--- src/rtl/fetch_queue_unit.sv ---
// Instruction fetch stage: boots from a reset vector in instruction memory, then
// streams sequential fetches into a DEPTH-entry prefetch queue drained by decode.
module fetch_queue_unit #(
  parameter int          ADDR_W    = 18,
  parameter int          DEPTH     = 4,
  parameter int unsigned BOOT_ADDR = 0
) (
  input  logic              clk,
  input  logic              rst,
  input  logic              jump,
  input  logic [31:0]       target,
  output logic              imem_en,
  output logic [ADDR_W-1:0] imem_addr,
  input  logic [31:0]       imem_rdata,
  output logic              out_valid,
  input  logic              out_ready,
  output logic [31:0]       out_pc,
  output logic [31:0]       out_instr,
  output logic              booting
);

  localparam int PTR_W = $clog2(DEPTH);
  localparam int CNT_W = PTR_W + 1;

  typedef enum logic [1:0] {BOOT_REQ, BOOT_WAIT, RUN} state_t;

  state_t            r_state;
  state_t            w_state_nxt;
  logic [31:0]       r_fetch_pc;
  logic [31:0]       r_req_pc;
  logic              r_inflight;
  logic [CNT_W-1:0]  r_count;
  logic [PTR_W-1:0]  r_wptr;
  logic [PTR_W-1:0]  r_rptr;
  logic [31:0]       r_q_pc    [DEPTH];
  logic [31:0]       r_q_instr [DEPTH];

  logic              w_issue;
  logic              w_credit;
  logic              w_run_jump;
  logic              w_push;
  logic              w_pop;

  // Queued entries plus the outstanding read must fit, so a response always has a slot.
  assign w_credit   = ({1'b0, r_count} + (CNT_W+1)'(r_inflight)) < (CNT_W+1)'(DEPTH);
  assign w_run_jump = (r_state == RUN) && jump;
  assign w_push     = r_inflight && !jump;
  assign out_valid  = !rst && (r_count != '0);
  assign w_pop      = out_valid && out_ready;
  assign out_pc     = r_q_pc[r_rptr];
  assign out_instr  = r_q_instr[r_rptr];

  always_ff @(posedge clk) begin
    if (rst) r_state <= BOOT_REQ;
    else     r_state <= w_state_nxt;
  end

  always_comb begin
    w_state_nxt = r_state;
    case (r_state)
      BOOT_REQ:  w_state_nxt = BOOT_WAIT;
      BOOT_WAIT: w_state_nxt = RUN;
      RUN:       w_state_nxt = RUN;
      default:   w_state_nxt = BOOT_REQ;
    endcase
  end

  always_comb begin
    imem_en   = 1'b0;
    imem_addr = r_fetch_pc[ADDR_W+1:2];
    booting   = 1'b1;
    w_issue   = 1'b0;
    if (!rst) begin
      case (r_state)
        BOOT_REQ: begin
          imem_en   = 1'b1;
          imem_addr = ADDR_W'(BOOT_ADDR);
        end
        RUN: begin
          booting = 1'b0;
          w_issue = w_credit && !jump;
          imem_en = w_issue;
        end
        default: ;
      endcase
    end
  end

  always_ff @(posedge clk) begin
    if (rst) begin
      r_fetch_pc <= '0;
      r_req_pc   <= '0;
      r_inflight <= 1'b0;
      r_count    <= '0;
      r_wptr     <= '0;
      r_rptr     <= '0;
    end else begin
      if (r_state == BOOT_WAIT)
        r_fetch_pc <= imem_rdata & 32'hFFFF_FFFC;
      else if (w_run_jump)
        r_fetch_pc <= target & 32'hFFFF_FFFC;
      else if (w_issue)
        r_fetch_pc <= r_fetch_pc + 32'd4;
      r_inflight <= w_issue;
      if (w_issue) r_req_pc <= r_fetch_pc;
      if (w_run_jump) begin
        r_count <= '0;
        r_wptr  <= '0;
        r_rptr  <= '0;
      end else begin
        if (w_push) r_wptr <= r_wptr + PTR_W'(1);
        if (w_pop)  r_rptr <= r_rptr + PTR_W'(1);
        r_count <= r_count + CNT_W'(w_push) - CNT_W'(w_pop);
      end
    end
  end

  always_ff @(posedge clk) begin
    if (w_push) begin
      r_q_pc[r_wptr]    <= r_req_pc;
      r_q_instr[r_wptr] <= imem_rdata;
    end
  end

endmodule

--- config.mk ---
export PLATFORM = sky130hd
export DESIGN_NAME = fetch_queue_unit
export DESIGN_NICKNAME = d
export VERILOG_FILES = /design/src/rtl/fetch_queue_unit.sv
export SDC_FILE = /design/constraint.sdc
export NUM_CORES = 1
export LEC_CHECK = 0
export ABC_CLOCK_PERIOD_IN_PS = 4900
export BUFFER_PORTS_ARGS = -buffer_cell sky130_fd_sc_hd__buf_2
export CORE_MARGIN = 2
export CORE_UTILIZATION = 62
export DETAILED_ROUTE_END_ITERATION = 8
export PLACE_DENSITY = 0.89
export RECOVER_POWER = 50
export SLEW_MARGIN = 20
export SYNTH_ARGS = -nofsm -noshare
export SYNTH_HDL_FRONTEND = slang
export SYNTH_SLANG_ARGS = --single-unit
--- constraint.sdc ---
create_clock -name clk -period 4.9 [get_ports clk]
set_input_delay 0 -clock clk [delete_from_list [all_inputs] [get_ports clk]]
set_output_delay 0 -clock clk [all_outputs]
set_load 0.05 [all_outputs]
## Word-level counts from Yosys, hierarchy flattened

Memories as Yosys holds them, arrays and structs flattened. A register that Yosys moved wholly into a read port is not among the register bits.
Index checks and enable logic that the tools add are counted.

- Bits in registers: 74
- RAM bits: 256
- Input port bits: 68
- Output and inout bits: 85
- Logic and storage cells: 50
- Memories kept: 2

- Add/sub/neg operators: 6
- Order comparisons: 1
- Eq/ne operators: 2
- Muxes and demuxes: 18
- Reductions and logical operators: 13

Memory list:

| name | depth | width | rd ports | clocked after memory_dff | wr ports | RTL line | source |
|---|---|---|---|---|---|---|---|
| r_q_instr | 4 | 32 | 1 | 1 | 1 | 36 | `logic [31:0] r_q_instr [DEPTH];` |
| r_q_pc | 4 | 32 | 1 | 1 | 1 | 35 | `logic [31:0] r_q_pc [DEPTH];` |

Operators with widths:

| kind | number |
|---|---|
| $mux W32 | 3 |
| $mux W18 | 2 |
| $add A32 B3 Y32 const B | 1 |
| $mux W2 | 4 |
| $mux W1 | 7 |
| $reduce_bool A3 Y1 | 2 |
| $logic_and A1 B1 Y1 | 5 |
| $add A2 B1 Y2 const B | 2 |
| $add A3 B1 Y4 | 1 |
| $lt A4 B3 Y1 const B | 1 |
| $pmux W2 S2 | 1 |
| $reduce_or A2 Y1 | 2 |
| $add A3 B1 Y3 | 1 |
| $reduce_or A3 Y1 | 1 |
| $sub A3 B1 Y3 | 1 |
| $eq A2 B1 Y1 const B | 1 |
| $eq A2 B2 Y1 const B | 1 |
| $logic_not A1 Y1 | 2 |
| $logic_not A2 Y1 | 1 |
| $pmux W1 S2 | 1 |

## Logic depth before layout (Yosys ltp)

Gate-level depths: netlist of run 1.

- Depth in word-level cells: 8
- Gate-level depth with buffers: 9
- Mapped depth without buffers: 8

## Least setup slack after synthesis of run 1

Ideal clock, no wire load.

- Path type: register -> register
- Start: register r_inflight
- End: memory r_q_instr[0][0], enable pin
- Library setup time: 0.426 ns
- Arrival time: 2.184 ns
- Data required time: 4.474 ns
- Slack: 2.290 ns
- Cell stages (with the launch flop): 4
- Path buffers: 1
- Cells stage by stage: dfxtp_1 nor2b_1 clkbuf_1 and2_1

- Word-level cells in the longest chain between the ends: 3

RTL lines:

| item | RTL line | source |
|---|---|---|
| from (decl) | 31 | `logic r_inflight;` |
| from (signal assigned) | 104 | `r_inflight <= w_issue;` |
| $logic_and A1 B1 Y1 | 47 | `assign w_push = r_inflight && !jump;` |
| $mux W1 | 119 | `if (w_push) begin` |
| $mux W1 (implied by the code) | 121 | `r_q_instr[r_wptr] <= imem_rdata;` |
| to (decl) | 36 |  |

Every way passes these cells.

## Final worst setup path of run 1

- Start: register r_inflight
- End: memory r_q_instr[0][20], enable pin

The elaborated chain is that of the path after synthesis.

==> flow_summary.ini, run 1 <==
[synth]
synth_top_area_cell = edfxtp_1
synth_top_flop_cell = edfxtp_1
syn_inst = 842
synth_edf_count = 248
synth_area_um2 = 12880
yosysTopAreaCellShare = 0.5783
synth_seq_cells = 320
ys_async_sr_fraction = 0
yosysMostFrequentCell = edfxtp_1
synth_common_cells = edfxtp_1 (248), nand2_1 (92), dfxtp_1 (72)
ys_seq_area_frac = 0.6902
yosys_warnings = 0
yosys-top-cells-area = edfxtp_1 (58%), dfxtp_1 (11%), mux4_2 (11%)
avgSynthCellArea_um2 = 15.29
ys_types = 61

[setup_path]
cp-start-kind = flip-flop
worstRegToRegCells = 3
cpMaxStageDelayCell = and2_0
worst-path-max-fanout = 32
slowest_delay_ns = 1.80
crit_buf_inv = 1
cp_cell_sequence = nor2b_1 -> and2_0 -> buf_4
worstPathArrival_ns = 3.93
crit_family = simple AND/OR/NAND/NOR gates
critPathKind = reg2reg
required_ns = 5.09
cp.depth = 3
end_kind = flip-flop

[floorplanning]
dieWidth_um = 148.1
start_util = 0.6344
top_level_ports = 153
coreArea_um2 = 20300
die-area_um2 = 21940
num_rows = 52
dieHeight_um = 148.1

[place]
place_inst = 1216
place.gp.congestion = 0.9447
placed_cell_area_um2 = 13820
port_buffers = 148
dp_slack_ns = 1.972
hpwl_mm = 19.62

[sta]
grt_setup_unrepaired = no
hold_violations = 0
worstMarginPinSlew_ns = 2.364
tns_ns = 0
setup_viol = 0
setup_ws_ns = 1.154
fmax_mhz = 266.9
fin_hold_ws_ns = 0.01041
slew_headroom = -0.5770
fin_crit_ns = 3.746
fin_skew_ns = 0.01172
slew_viol_final = 54
period_share = 0.7645

[worst_hold_path]
whs_path_depth = 5
worstHoldPathType = in2reg

[global_routing]
track_usage = 0.2913
grt_start_max_net_pins = 62
overflow = 0
grt_antenna_before_repair = 1
grt_pass1_wl_mm = 48.27
grt_pass1_vias = 8489

[cells_and_area]
drive_gt1_frac = 0.2337
area_growth_pct = 19.74
fin_util = 0.7596
fin_nets = 1118
fillers = 1199
fin_area_um2 = 15420
seq_area_um2 = 8894
fin_cells = 1332
multi_input_area_um2 = 3689

[drt]
drc = 0
vias = 8527
wl_met3_mm = 2.988
drtAntennaViolNets = 0
avgRoutedWirePerCell_um = 23.92
routed.top_layer = met4
drt_pre_antenna_iters = 5
wl_met2_mm = 16.12
drt-vias-per-instance = 6.402
drt-total-wl_mm = 31.86
drt_iter0_markers = 1108
wl_met1_mm = 11.89

[run]
maxCapViolations = 2

[clocking]
clkLatencyLatePin_ns = 0.55
htree_levels = 1
clk_root_buffer_cell = clkbuf_16
cts.sinks = 320
clockBufferDepth = 3
cts_buffers = 30
cts_resized = 0
tritoncts = yes
clk_pin_slew_ns = 0.06

[run_status]
status = complete, but fails checks
violations = capacitance limit, slew limit

[pwr]
p_leak_nw = 5.326
power_per_cell_area_nw_per_um2 = 424.4
finalPower_mw = 6.543
peakVddDrop_v = 0.0003088
metal layers:
layer	up-vias	GRT usage
li1	3653	-
met1	4226	0.3980
met2	566	0.5005
met3	82	0.03742
met4	0	0.08524
met5	-	0
placed cells by master, fill, tap and decap left out, types with 5 or more instances in the layout:
cell	instances
nand3_1	11
clkbuf_8	6
clkinv_2	5
nand4_1	10
clkbuf_1	38
edfxtp_1	248
nand2_1	92
clkbuf_16	31
o211ai_1	5
a21oi_1	61
nor2_1	31
dfxtp_1	70
inv_1	18
xor2_1	9
o21ai_0	17
buf_4	12
xnor2_1	6
dlygate4sd3_1	60
and3_1	8
mux4_2	62
nor3_1	9
nor4_1	8
buf_2	114
and2_1	21
a211oi_1	13
ha_1	11
o31a_1	5
what timing repair did:
action                    CTS  global route
hold buffers               60             0
hold endpoints to repair  161             0
setup buffers               0             0
worst reg2reg max path: stages, from the launching register on:
cell	delay, ns
dfxtp_1	0.38
nor2b_1	0.46
and2_0	1.80
buf_4	0.72
power by group:
part	total, mW	switching (mW)	internal (mW)
logic	0.993	0.654	0.339
clock network	2.42	0.970	1.45
registers	3.13	0.153	2.98
final cells by class:
| type | count | share of cell area |
|---|---|---|
| antenna | 1 | 0.0001623 |
| clock buffer | 41 | 0.05664 |
| clock inverter | 14 | 0.01087 |
| inverter | 18 | 0.004382 |
| multi-input combinational | 448 | 0.2392 |
| sequential | 320 | 0.5768 |
| tap | 270 | 0.02191 |
| timing repair buffer | 220 | 0.09007 |
registers in the layout, summed over array words and instances (netlist names), named ones only:
name        count
r_wptr          2
r_count         3
r_q_instr     128
r_rptr          2
r_inflight      1
r_req_pc       30
r_fetch_pc     30
r_state         2
r_q_pc        120
cells by family after synthesis:
| logic type | count (synthesis) | synth area share |
|---|---|---|
| other | 1 | 0.0002912 |
| AND/OR/NAND/NOR | 215 | 0.08346 |
| multiplexers | 63 | 0.1092 |
| XOR/XNOR | 15 | 0.01020 |
| flip-flops | 320 | 0.6902 |
| buffers and inverters | 75 | 0.02371 |
| adder cells (fa/ha/maj) | 12 | 0.01224 |
| AO/OA/AOI/OAI | 141 | 0.07064 |
final timing paths:
kind	startpoint	to	slack, ns
worst max-delay path	r_inflight$_SDFF_PP0_	r_q_instr[0][20]$_DFFE_PP_	1.15
worst min register to register	r_req_pc[31]$_SDFFE_PP0P_	r_req_pc[31]$_SDFFE_PP0P_	0.50
worst max register to register	r_inflight$_SDFF_PP0_	r_q_instr[0][20]$_DFFE_PP_	1.15
worst min-delay path	target[4]	r_fetch_pc[4]$_SDFFE_PP0P_	0.01
(Power assumes the default switching activity.)
==> run 2: changes to the inputs <==
--- a/config.mk
+++ b/config.mk
@@ -5,12 +5,13 @@
 export SDC_FILE = /design/constraint.sdc
 export NUM_CORES = 1
 export LEC_CHECK = 0
-export ABC_CLOCK_PERIOD_IN_PS = 4900
+export ABC_AREA = 1
+export ABC_CLOCK_PERIOD_IN_PS = 3500
 export BUFFER_PORTS_ARGS = -buffer_cell sky130_fd_sc_hd__buf_2
 export CORE_MARGIN = 2
-export CORE_UTILIZATION = 62
+export CORE_UTILIZATION = 58
 export DETAILED_ROUTE_END_ITERATION = 8
-export PLACE_DENSITY = 0.89
+export PLACE_DENSITY = 0.84
 export RECOVER_POWER = 50
 export SLEW_MARGIN = 20
 export SYNTH_ARGS = -nofsm -noshare
==> constraint.sdc (replaced) <==
create_clock -name clk -period 3.5 [get_ports clk]
set_input_delay 0 -clock clk [delete_from_list [all_inputs] [get_ports clk]]
set_output_delay 0 -clock clk [all_outputs]
set_load 0.05 [all_outputs]
==> run 2 against run 1 <==
Effect of this change:
- the run still ends with capacitance limit, slew limit left
- highest routed layer unchanged
- wire length up 5.5%
- non-clock buffer count grew 8
- utilization fell by 6.0 points
- synthesized cell count grew 48%
==> flow_summary.ini, run 2 <==
[clocking]
cts.sinks = 320
clkLatencyLatePin_ns = 0.54
tritoncts = yes
clk_root_buffer_cell = clkbuf_16
clockBufferDepth = 3
cts_buffers = 29
cts_resized = 0
htree_levels = 1
clk_pin_slew_ns = 0.07

[drt]
drt-vias-per-instance = 5.894
drtAntennaViolNets = 0
drc = 0
drt_pre_antenna_iters = 7
avgRoutedWirePerCell_um = 19.33
vias = 10250
drt_iter0_markers = 1101
drt-total-wl_mm = 33.62

[place]
place.gp.congestion = 0.9750
hpwl_mm = 20.00
place_inst = 1623
port_buffers = 148
dp_slack_ns = 0.7495

[sta]
hold_violations = 0
fin_skew_ns = 0.01303
fin_crit_ns = 2.936
slew_headroom = -0.3833
setup_ws_ns = 0.5641
setup_viol = 0
slew_viol_final = 125
tns_ns = 0
worstMarginPinSlew_ns = 2.075
period_share = 0.8388
fmax_mhz = 340.6
grt_setup_unrepaired = no

[cells_and_area]
mostFrequentLayoutCells = edfxtp_1 (248), nor2_1 (235), o21ai_0 (180), nand2_1 (116), buf_2 (115)
fin_cells = 1739
fin_util = 0.6995
layout_commonest_cell = edfxtp_1
antenna_cells = 0
top_register = r_q_instr
largest_reg_flops = 128
reg_top3 = r_q_instr: 128 flops, r_q_pc: 120 flops
area_growth_pct = 19.08
fillers = 1537
fin_nets = 1512
drive_gt1_frac = 0.1382

[pwr]
share_comb_of_total_power = 0.196
swShare = 0.3074
p_leak_nw = 5.729
finalPower_mw = 9.527
peakVddDrop_v = 0.0003296
power_switching_mw = 2.929
power_per_cell_area_nw_per_um2 = 605.3
seq_power_share = 0.466
power_report.internal_total_mw = 6.598
pwr-share-clk = 0.338

[synth]
synth_edf_count = 248
yosys_warnings = 0
ys_seq_area_frac = 0.6725
syn_inst = 1244
synth_top_flop_cell = edfxtp_1
synth_seq_cells = 320
synth_common_cells = edfxtp_1 (248), nor2_1 (239), o21ai_0 (180)
yosys-top-cells-area = edfxtp_1 (56%), dfxtp_1 (11%), o21ai_0 (6.8%)
yosysMostFrequentCell = edfxtp_1
yosysTopAreaCellShare = 0.5634
ys_types = 35
ys_async_sr_fraction = 0
avgSynthCellArea_um2 = 10.63
synth_top_area_cell = edfxtp_1
synth_area_um2 = 13220

[global_routing]
track_usage = 0.2764
grt_pass1_vias = 9702
grt_start_max_net_pins = 82
overflow = 0
grt_antenna_before_repair = 0
grt_pass1_wl_mm = 51.72

[run_status]
violations = capacitance limit, slew limit
status = complete, but fails checks

[floorplanning]
coreArea_um2 = 22500
num_rows = 55
top_level_ports = 153
start_util = 0.5874
dieWidth_um = 155.0
die-area_um2 = 24010
dieHeight_um = 155.0

[setup_path]
cpMaxStageDelayCell = nor2_4
slowest_delay_ns = 0.67
worstPathArrival_ns = 3.35
worst-path-max-fanout = 34
required_ns = 3.91
cp_cell_sequence = inv_1 -> ha_1 -> nand2_2 -> inv_1 -> nor2_1 -> inv_1 -> nor2_4 -> clkinv_2 -> o21ai_0 -> a21oi_1
end_kind = flip-flop
cp_common_cell = inv_1
critPathKind = reg2reg
cp-start-kind = flip-flop

[run]
maxCapViolations = 3

[worst_hold_path]
worstHoldPathType = in2reg
## run 2: changes by cell type after synthesis, sizes merged, moves of 13 or more
cell / before / now
a211oi: 14 / 1
a21oi: 61 / 90
and2: 25 / 2
inv: 18 / 62
mux4: 62 / 0
nand2: 92 / 118
nand3: 11 / 38
nor2: 31 / 248
o21ai: 18 / 200
o22ai: 0 / 62
## run 2: cells by family after synthesis
group	after synthesis	share of synthesized area
and+or+nand+nor	411	0.1264
AOI/OAI and AO/OA	359	0.1431
DFF	320	0.6725
buffers and inverters	136	0.04250
adders and majority gates	12	0.01193
xor gates and xnor gates	5	0.003313
other	1	0.0002837
## run 2: layout make-up
| type | instances | area [µm²] | share of cell area |
|---|---|---|---|
| clock buffers | 38 | 820.8 | 0.05215 |
| clock inverters | 15 | 160.2 | 0.01017 |
| inverters | 64 | 242.7 | 0.01542 |
| multi-input cells | 789 | 3806 | 0.2418 |
| flip-flops and latches | 320 | 8894 | 0.5650 |
| well taps | 285 | 356.6 | 0.02266 |
| repair buffers | 228 | 1460 | 0.09277 |
## run 2: power by group through the flow
stage / Sequential (mW) / Clock [mW] / Combinational [mW]
floorplan: 4.42 / 0 / 1.37
global placement: 4.50 / 0 / 1.75
detailed placement: 4.50 / 0 / 1.79
CTS: 4.42 / 3.22 / 1.85
global route: 4.46 / 3.38 / 2.01
finish: 4.44 / 3.22 / 1.87
## run 2: worst max-delay path: cells and delay by family (launching register included)
family | cells | cell delay, ns
and+or+nand+nor | 3 | 0.88
buffers and inverters | 4 | 0.89
adders and majority gates | 1 | 0.24
AOI/OAI and AO/OA | 2 | 0.46
DFF | 1 | 0.34
## run 2: path summary, 6_finish.rpt
| path | startpoint | end | slack, ns | depth (start not counted) |
|---|---|---|---|---|
| max reg2reg | r_state[0]$_SDFF_PP0_ | r_fetch_pc[8]$_SDFFE_PP0P_ | 0.56 | 10 |
| min reg2reg | r_rptr[1]$_SDFFE_PP0P_ | r_rptr[1]$_SDFFE_PP0P_ | 0.50 | 1 |
| min | target[7] | r_fetch_pc[7]$_SDFFE_PP0P_ | 0.05 | 4 |
| max | r_state[0]$_SDFF_PP0_ | r_fetch_pc[8]$_SDFFE_PP0P_ | 0.56 | 10 |
## run 2: timing repair
action                    4_1_cts  5_1_grt
buffers inserted                0        0
hold endpoints to repair      163        0
hold buffers                   63        0
## run 2: routing by layer
layer / vias up / GRT usage / part of all wire
met5: - / 0 / 0
met4: 0 / 0.1204 / 0.044
met3: 101 / 0.03343 / 0.084
met2: 578 / 0.4705 / 0.48
met1: 4821 / 0.3612 / 0.39
li1: 4750 / - / -
## run 2: stage by stage
step	hold WS, ns	cell area [µm²]
after CTS	0.02681	15800
final	0.04507	15740
after global routing	0.03722	15740
after detailed placement	0.2236	14190
after floorplan	0.07122	13230
after global placement	0.2092	14190
==> run 3: changes to the inputs <==
--- a/config.mk
+++ b/config.mk
@@ -6,12 +6,12 @@
 export NUM_CORES = 1
 export LEC_CHECK = 0
 export ABC_AREA = 1
-export ABC_CLOCK_PERIOD_IN_PS = 3500
+export ABC_CLOCK_PERIOD_IN_PS = 2700
 export BUFFER_PORTS_ARGS = -buffer_cell sky130_fd_sc_hd__buf_2
 export CORE_MARGIN = 2
-export CORE_UTILIZATION = 58
+export CORE_UTILIZATION = 53
 export DETAILED_ROUTE_END_ITERATION = 8
-export PLACE_DENSITY = 0.84
+export PLACE_DENSITY = 0.81
 export RECOVER_POWER = 50
 export SLEW_MARGIN = 20
 export SYNTH_ARGS = -nofsm -noshare
==> constraint.sdc (replaced) <==
create_clock -name clk -period 2.7 [get_ports clk]
set_input_delay 0 -clock clk [delete_from_list [all_inputs] [get_ports clk]]
set_output_delay 0 -clock clk [all_outputs]
set_load 0.05 [all_outputs]
==> run 3 against run 2 <==
Effect of this change:
- the flow now finishes without violations
- via count increased by 1.0%
- wire length increased by 5.5%
- combinational power increased by 35%
- critical path type is now reg2out
- critical endpoint is now out_pc[21]
- largest cell class unchanged
==> flow_summary.ini, run 3 (synthesized netlist as in run 2, its figures left out) <==
[run_status]
status = finished, final reports clean

[sta]
setup_ws_ns = 0.1731
fin_skew_ns = 0.009695
setup_viol = 0
fin_crit_ns = 2.527
fmax_mhz = 395.7
period_share = 0.9359
slew_viol_final = 0
grt_setup_unrepaired = no
fin_hold_ws_ns = 0.06823
slew_headroom = 0.09089
hold_violations = 0
worstMarginPinSlew_ns = 1.364

[pwr]
share_comb_of_total_power = 0.201
seq_power_share = 0.452
finalPower_mw = 12.60
swShare = 0.3143
pwr-share-clk = 0.347
power_switching_mw = 3.960
p_leak_nw = 5.795
power_per_cell_area_nw_per_um2 = 792.1
power_report.internal_total_mw = 8.639
peakVddDrop_v = 0.0004656

[cells_and_area]
reg_top3 = r_q_instr: 128 flops, r_q_pc: 120 flops
fin_area_um2 = 15910
fin_nets = 1521
fillers = 1844
antenna_cells = 0
layout_commonest_cell = edfxtp_1
area_growth_pct = 20.33
top_register = r_q_instr
mostFrequentLayoutCells = edfxtp_1 (248), nor2_1 (235), o21ai_0 (180), nand2_1 (116), buf_2 (114)
drive_gt1_frac = 0.1467
fin_util = 0.6521
largest_reg_flops = 128

[clocking]
cts.sinks = 320
clockBufferDepth = 3
tritoncts = yes
htree_levels = 1
clk_pin_slew_ns = 0.07
clk_root_buffer_cell = clkbuf_16
cts_setup_buffers = 0
clkLatencyLatePin_ns = 0.57
cts_buffers = 31

[drt]
drt_pre_antenna_iters = 5
drc = 0
drt-total-wl_mm = 35.47
drtAntennaViolNets = 0
drt-vias-per-instance = 5.786
vias = 10360
avgRoutedWirePerCell_um = 19.82
drt_iter0_markers = 1063

[floorplanning]
num_rows = 57
dieHeight_um = 161.9
top_level_ports = 153
dieWidth_um = 161.9
die-area_um2 = 26220
coreArea_um2 = 24390
start_util = 0.5419

[place]
hpwl_mm = 20.98
port_buffers = 148
place.gp.congestion = 0.9262
placed_cell_area_um2 = 14260
dp_slack_ns = 0.03727

[global_routing]
grt.busiest_layer = met2
grt_start_max_net_pins = 80
overflow = 0
track_usage = 0.2630
grt_pass1_vias = 9842
grt_pass1_wl_mm = 53.59
grtUsageMet1 = 0.3461
use_met3 = 0.04443
grtUsageMet2 = 0.4458
grt_antenna_before_repair = 0

[setup_path]
critPathKind = reg2out
worstPathArrival_ns = 2.53
required_ns = 2.70
cp-start-kind = flip-flop
end_kind = output port
worst-path-max-fanout = 79

[run]
maxCapViolations = 0

[worst_hold_path]
worstHoldPathType = in2reg
## run 3: changes by cell type in the layout (fill, tap and decap cells not counted), sizes merged
cell / change
bufinv: -2
clkinv: -1
clkbuf: +6
inv: +2
buf: +4
nor2: +1
clkinvlp: +2
## run 3: metrics by stage
stage | TNS [ns] | std cells
2_1_floorplan | -118.21 | 1245
3_3_place_gp | 0 | 1668
3_5_place_dp | 0 | 1668
4_1_cts | 0 | 1789
5_1_grt | 0 | 1790
6_report | 0 | 1790
## run 3: repair_timing
item,CTS,global route
hold buffers,63,0
gates resized for setup,0,1
setup endpoints to repair,0,34
hold endpoints to repair,163,0
## run 3: layout make-up
cell class                 count  area [µm²]  share of cell area
sequential                   320        8894              0.5592
tap                          324       405.4             0.02549
clock buffer                  42       920.9             0.05790
multi-input combinational    790        3812              0.2397
inverter                      64       246.5             0.01550
timing repair buffer         234        1490             0.09369
clock inverter                16       136.4            0.008575
## run 3: metal layers
metal  up-vias  share of wire
met5         -              0
met4         0          0.032
met3        74          0.091
met2       561           0.48
met1      4953           0.39
li1       4769              -
## run 3: final timing paths
kind                          startpoint                          to  slack (ns)  cells after the start
setup / recovery               flip-flop                  out_pc[21]        0.17                      4
hold / removal                      jump  r_fetch_pc[6]$_SDFFE_PP0P_        0.07                      6
setup reg to reg   r_state[0]$_SDFF_PP0_  r_fetch_pc[8]$_SDFFE_PP0P_        0.25                     10
hold reg to reg   r_rptr[1]$_SDFFE_PP0P_                   flip-flop        0.49                      1
## run 3: power groups by stage
stage	Combinational [mW]	Sequential, mW	Clock (mW)
floorplan	1.78	5.73	0
global placement	2.36	5.78	0
detailed placement	2.40	5.79	0
CTS	2.49	5.69	4.39
global route	2.72	5.71	4.61
finish	2.53	5.70	4.37
## run 3: worst max-delay path, cell delays in order (launching register included)
cell     delay (ns)
dfxtp_4        0.36
buf_4          0.59
o21ai_0        0.24
o22ai_1        0.37
buf_2          0.34
